===== src/rtl/bt_frame_decoder.sv =====
// bt_frame_decoder: assembles 6-byte joystick frames (HEADER, X, Y, BTN, CHK, TAIL)
// from the UART byte stream. Good frames update x/y/btn with a one-cycle valid
// strobe. Malformed or timed-out frames are dropped, counted and flagged.
module bt_frame_decoder #(
  parameter logic [7:0]  HEADER      = 8'hA5,
  parameter logic [7:0]  TAIL        = 8'h5A,
  parameter int unsigned TIMEOUT_CYC = 1000000,
  parameter int unsigned CNT_W       = 8
) (
  input  logic             clk,
  input  logic             reset,
  input  logic [7:0]       rx_data,
  input  logic             rx_done,
  output logic [7:0]       x,
  output logic [7:0]       y,
  output logic [7:0]       btn,
  output logic             valid,
  output logic             frame_err,
  output logic [CNT_W-1:0] err_count
);

  localparam int unsigned TW = (TIMEOUT_CYC > 1) ? $clog2(TIMEOUT_CYC) : 1;

  typedef enum logic [2:0] {
    IDLE,
    GET_X,
    GET_Y,
    GET_BTN,
    GET_CHK,
    GET_TAIL
  } state_t;

  state_t        r_state;
  logic [7:0]    r_sx;
  logic [7:0]    r_sy;
  logic [7:0]    r_sbtn;
  logic [7:0]    r_acc;
  logic [TW-1:0] r_tcnt;

  logic          w_timeout;
  logic          w_err;

  // Error conditions: bad checksum, bad tail, or inter-byte timeout (a byte wins over expiry)
  always_comb begin
    w_timeout = (r_state != IDLE) && !rx_done && (r_tcnt == TW'(TIMEOUT_CYC - 1));
    w_err     = w_timeout;
    if (rx_done) begin
      if (r_state == GET_CHK && rx_data != r_acc) w_err = 1'b1;
      if (r_state == GET_TAIL && rx_data != TAIL) w_err = 1'b1;
    end
  end

  // Frame FSM with registered outputs, timeout counter and saturating error counter
  always_ff @(posedge clk) begin
    if (reset) begin
      r_state   <= IDLE;
      r_sx      <= '0;
      r_sy      <= '0;
      r_sbtn    <= '0;
      r_acc     <= '0;
      r_tcnt    <= '0;
      x         <= '0;
      y         <= '0;
      btn       <= '0;
      valid     <= 1'b0;
      frame_err <= 1'b0;
      err_count <= '0;
    end else begin
      valid     <= 1'b0;
      frame_err <= 1'b0;

      if (r_state == IDLE || rx_done || w_timeout) r_tcnt <= '0;
      else                                          r_tcnt <= r_tcnt + TW'(1);

      if (rx_done) begin
        case (r_state)
          IDLE: begin
            if (rx_data == HEADER) r_state <= GET_X;
          end
          GET_X: begin
            r_sx    <= rx_data;
            r_acc   <= r_acc ^ rx_data;
            r_state <= GET_Y;
          end
          GET_Y: begin
            r_sy    <= rx_data;
            r_acc   <= r_acc ^ rx_data;
            r_state <= GET_BTN;
          end
          GET_BTN: begin
            r_sbtn  <= rx_data;
            r_acc   <= r_acc ^ rx_data;
            r_state <= GET_CHK;
          end
          GET_CHK: begin
            r_state <= (rx_data == r_acc) ? GET_TAIL : IDLE;
          end
          GET_TAIL: begin
            r_acc <= '0;
            if (rx_data == TAIL) begin
              x       <= r_sx;
              y       <= r_sy;
              btn     <= r_sbtn;
              valid   <= 1'b1;
              r_state <= IDLE;
            end else if (rx_data == HEADER) begin
              // mismatched tail that is a header starts the next frame directly
              r_state <= GET_X;
            end else begin
              r_state <= IDLE;
            end
          end
          default: r_state <= IDLE;
        endcase
      end else if (w_timeout) begin
        r_state <= IDLE;
      end

      // placed after the case so the accumulator clear overrides any XOR update
      if (w_err) begin
        frame_err <= 1'b1;
        r_acc     <= '0;
        if (err_count != '1) err_count <= err_count + CNT_W'(1);
      end
    end
  end

endmodule


===== config.mk =====
export PLATFORM = sky130hd
export DESIGN_NAME = bt_frame_decoder
export DESIGN_NICKNAME = d
export VERILOG_FILES = /design/src/rtl/bt_frame_decoder.sv
export SDC_FILE = /design/constraint.sdc
export NUM_CORES = 1
export LEC_CHECK = 0
export CAP_MARGIN = 20
export CORE_MARGIN = 3
export CORE_UTILIZATION = 55
export DETAILED_ROUTE_END_ITERATION = 8
export PLACE_DENSITY_LB_ADDON = 0.1
export RECOVER_POWER = 100
export SLEW_MARGIN = 20
export SYNTH_ARGS = -nofsm -noshare
export SYNTH_HDL_FRONTEND = slang
export SYNTH_SLANG_ARGS = --single-unit

===== constraint.sdc =====
create_clock -name clk -period 2.7 [get_ports clk]
set_clock_uncertainty 0.2 [all_clocks]
set_input_delay 0.675 -clock clk [delete_from_list [all_inputs] [get_ports clk]]
set_output_delay 0.675 -clock clk [all_outputs]
set_load 0.01 [all_outputs]

; ---- Word level (Yosys, flattened, before mapping)
; Index checks and enable logic that the tools add are counted.
[op_classes]
n_reduce_logical = 22
n_eq_ne = 13
muxes = 13
bitwise = 3
n_addsub = 2
[op_table]
columns = cell, n
row1 = $add A20 B1 Y20 const B, 1
row2 = $eq A20 B20 Y1 const B, 1
row3 = $pmux W3 S6, 1
row4 = $pmux W8 S2, 1
row5 = $mux W3, 4
row6 = $reduce_and A2 Y1, 6
row7 = $add A8 B1 Y8 const B, 1
row8 = $eq A8 B7 Y1 const B, 1
row9 = $eq A8 B8 Y1, 1
row10 = $eq A8 B8 Y1 const B, 1
row11 = $ne A8 B7 Y1 const B, 1
row12 = $ne A8 B8 Y1, 1
row13 = $ne A8 B8 Y1 const B, 1
row14 = $xor A8 B8 Y8, 1
row15 = $mux W1, 7
row16 = $eq A3 B2 Y1 const B, 2
row17 = $eq A3 B3 Y1 const B, 2
row18 = $reduce_or A3 Y1, 2
row19 = $logic_and A1 B1 Y1, 4
row20 = $reduce_bool A2 Y1, 2
row21 = $reduce_or A2 Y1, 2
row22 = $eq A3 B1 Y1 const B, 1
row23 = $logic_not A3 Y1, 1
row24 = $ne A3 B2 Y1 const B, 1
row25 = 5 further kinds, 7
[word_totals]
register_bits = 89
out_inout_bits = 34

; ---- Depth between registers and ports, before layout
[depth]
depth_word = 7
mapped_depth = 8
depth_no_buf = 7

; ---- Least setup slack after synthesis
; No wires, ideal clock.
[synth_path]
path_type = input -> register
start = input port rx_data[6]
end = register btn[0]
t_required_ns = 2.372
path_stages = 6
n_path_buf = 2
arrival_ns = 2.211
slack_ns = 0.162
setup_time_ns = 0.128
path_cell_list = clkbuf_1 nor4bb_1 nand4_1 clkbuf_1 mux2i_1 nor2_1
[synth_via]
elab_chain_len = 2
[synth_lines]
columns = item, line
row1 = "start, declared", 12  ; input logic [7:0] rx_data,
row2 = $eq A8 B7 Y1, 100  ; if (rx_data == TAIL) begin
row3 = $reduce_and A3 Y1 (no line), --
row4 = "end signal, assigned", 103  ; btn <= r_sbtn;
row5 = "end, declared", 16  ; output logic [7:0] btn,
; No other way between the ends.
; A chain may end at the register's enable or synchronous reset.

; ---- Final worst setup path
[layout_path]
start = input port rx_data[4]
end = register err_count[4]
[layout_via]
elab_chain_len = 6
[layout_lines]
columns = item, line
row1 = $ne A8 B8 Y1, 48  ; if (r_state == GET_CHK && rx_data != r_acc) w_err = 1'b1;
row2 = $logic_and A1 B1 Y1, 48
row3 = $mux W1, 48
row4 = $mux W1 *, 49  ; if (r_state == GET_TAIL && rx_data != TAIL) w_err = 1'b1;
row5 = $mux W1 *, 47  ; if (rx_done) begin
row6 = $reduce_and A2 Y1 (no line) *, --
row7 = "end signal, assigned", 123  ; if (err_count != '1) err_count <= err_count + CNT_W'(1);
row8 = "end, declared", 19  ; output logic [CNT_W-1:0] err_count
; Every way passes the cells marked *; elsewhere a longest branch is shown, timed or not.

==> metrics.md <==
| Metric | Value |
|---|---|
| Wl on met1 | `3720 um` |
| Final worst path period need | `2.61 ns` |
| Die area | `7870 um2` |
| Highest fanout seen on the critical path | `10` |
| HP Class | `reg2reg` |
| Pre-CTS WS | `-0.289 ns` |
| MaxCap Viol Count | `0` |
| Die W | `88.7 um` |
| Via density | `5.39` |
| R2R Setup Slk | `0.12 ns` |
| Startpoint Class | `primary input` |
| Clock sinks | `89` |
| GR Overflow Total | `0` |
| Met3 Wirelength | `285 um` |
| R2r endpoint | `err_count[4]` |
| CTS Buffer Depth | `2` |
| Most frequent cells in the layout | `dfxtp_1 (89), nor2_1 (71), nand2_1 (63), dlygate4sd3_1 (35), a21oi_1 (30)` |
| Final period utilization | `0.965` |
| Wire per inst | `13.9 um` |
| Initial Util | `0.580` |
| Core Box Area | `6490 um2` |
| Final setup violation count | `0` |
| GRT Resource Usage Total | `0.214` |
| Clk Latency, worst-skew pair | `0.35 ns` |
| Most common cell after layout, fill and taps aside | `dfxtp_1` |
| Fin area | `4600 um2` |
| Drt pass-1 iters | `4` |
| Crit path capture type | `flop` |
| Reg2reg start | `r_tcnt[10]` |
| Worst Reg-to-Reg Cells | `6` |
| Max reg flops | `20` |
| Final Hold Viols | `0` |
| Pin count of the biggest net entering global routing | `37` |
| N_diodes | `0` |
| GP Congestion | `0.823` |
| Leak | `1.94 nW` |
| PD cells | `508 nW/um2` |
| Met2 Routed Length | `3910 um` |
| Vias in the first global route | `2959` |
| Arrival @ worst endpoint | `2.65 ns` |
| Register bank with the most flops | `r_tcnt` |
| CTS tree | `built` |
| Layout fillers | `531` |
| Worst IR Drop VDD | `0.000336 V` |
| YS warnings | `0` |
| Critical path class | `in2reg` |
| Fin util | `0.708` |
| FF+latch count, synth | `89` |
| Net count after synthesis | `450` |
| Cell Rows | `29` |
| Mean post-synth cell area | `8.62 um2` |
| Routed Antenna Nets | `0` |
| Die Height | `88.7 um` |
| Max-slew headroom | `0.513` |
| P&R area growth vs syn | `22.1%` |
| Worst hold stages | `2` |
| Clock transition at the registers of the reported paths | `0.09 ns` |
| Hold Path Sink | `r_sy[3]` |
| Final Net Count | `507` |
| Iteration-0 DRC count of the detailed router | `237` |
| Startpoint of the worst hold path | `r_sy[3]` |
| Layout cells sized above 1 | `0.106` |
| Area after DPL | `4410 um2` |
| Cts hold-fix bufs | `0` |
| First-pass GRT wire length | `13300 um` |
| Count of different cell masters after synthesis | `40` |
| Initial antenna violation count | `0` |
| Root Driver | `clkbuf_8` |
| H-tree levels | `3` |
| Final wirelength | `7990 um` |
| Critical Path RT | `2.75 ns` |
| Aggregate negative setup slack | `0 ns` |
| Fmax | `384 MHz` |
| Status | `complete, no violations` |
| Max layer used | `met4` |
| Worst-margin pin slew | `0.730 ns` |
| Via count | `3107` |
| Post-DP HPWL | `5680 um` |
| Max Transition Viols Final | `0` |
| Synth Instances | `437` |
| DRC violations left | `0` |
| RSZ-0062 raised after global routing | `false` |
| Worst setup margin | `0.0936 ns` |
| Seq/Total Area, Yosys | `0.473` |
| Port bufs | `44` |
| Num ports | `45` |
| Mapped Area | `3760 um2` |
| Number of CTS-inserted buffers | `9` |
metrics by stage:
stage / hold slack (ns) / power, mW / instances
floorplan: 0.236 / 1.39 / 437
global placement: 0.241 / 1.43 / 560
detailed placement: 0.246 / 1.43 / 560
CTS: 0.259 / 2.36 / 576
global route: 0.279 / 2.42 / 576
finish: 0.258 / 2.34 / 576
cells in the mapped netlist (all sizes together):
| cell | n | area (um2) |
|---|---|---|
| a21o | 1 | 7.51 |
| or2 | 2 | 12.5 |
| xnor2 | 5 | 43.8 |
| nand2b | 2 | 12.5 |
| mux2i | 24 | 240 |
| nand2 | 63 | 236 |
| and3 | 5 | 31.3 |
| a211oi | 1 | 7.51 |
| o31ai | 1 | 7.51 |
| nand3b | 9 | 67.6 |
| and2 | 5 | 31.3 |
| or4b | 1 | 10.0 |
| inv | 2 | 7.51 |
| nor2b | 7 | 43.8 |
| xor2 | 21 | 184 |
| nor4 | 2 | 12.5 |
| ha | 2 | 25.0 |
| buf | 5 | 31.3 |
| and3b | 2 | 17.5 |
| nor4b | 2 | 17.5 |
| mux2 | 4 | 48.8 |
| and4 | 5 | 43.8 |
| nor3 | 2 | 15.0 |
| a21boi | 8 | 60.1 |
| a31oi | 2 | 12.5 |
| nor2 | 71 | 267 |
| dfxtp | 89 | 1780 |
| a21oi | 30 | 150 |
| clkbuf | 22 | 82.6 |
| o21ai | 13 | 65.1 |
| or4 | 1 | 7.51 |
| nand4b | 1 | 8.76 |
| nor4bb | 4 | 40.0 |
| nand3 | 14 | 75.1 |
| a211o | 1 | 10.0 |
| nand4 | 8 | 50.1 |
critical path, stage by stage:
cell and delay (ns):
clkdlybuf4s50_1 0.49, xor2_1 0.17, nor4_1 0.30, nand2_1 0.13
a211o_4 0.40, and4_1 0.21, mux2_2 0.26
per-layer routing:
layer	track usage	vias to the layer above
li1	-	1587
met1	0.269	1452
met2	0.360	62
met3	0.0419	6
met4	0.0879	0
met5	0	-
repair_timing:
item | CTS | global route
setup endpoints to repair | 0 | 2
buffers inserted | 0 | 0
resized for setup | 0 | 1
hold endpoints to repair | 0 | 0
layout make-up:
class,instances,area [um2],area share
Multi-Input combinational cell,319,1860,0.406
Inverter,2,7.51,0.00163
Clock inverter,7,81.3,0.0177
Sequential cell,89,1780,0.388
Clock buffer,9,124,0.0269
Timing Repair Buffer,73,642,0.140
Tap cell,77,96.3,0.0210
cell families after synthesis:
group / after synthesis / share of synthesized area
flip-flops: 89 / 0.473
AND/OR/NAND/NOR: 206 / 0.266
adder cells (fa/ha/maj): 2 / 0.00665
multiplexers: 28 / 0.0768
buffers and inverters: 29 / 0.0322
XOR/XNOR: 26 / 0.0605
AO/OA/AOI/OAI: 57 / 0.0851
worst max path at each step:
stage / start / to / slack (ns) / cells past startpoint
2_1_floorplan: rx_data[6] / btn[0] / 0.16 / 6
3_3_place_gp: rx_data[3] / err_count[4] / -0.24 / 7
3_5_place_dp: rx_data[4] / err_count[4] / -0.29 / 7
4_1_cts: r_tcnt[10] / err_count[4] / 0.06 / 6
5_1_grt: rx_data[3] / err_count[0] / 0.005 / 8
6_report: rx_data[4] / err_count[4] / 0.09 / 7
power by group:
group / leakage, nW / internal, mW / switching [mW]
clock network: 0.101 / 0.443 / 0.497
logic: 1.13 / 0.0362 / 0.0475
registers: 0.716 / 1.31 / 0.000318
No activity file was read; power rests on OpenSTA's default activity.
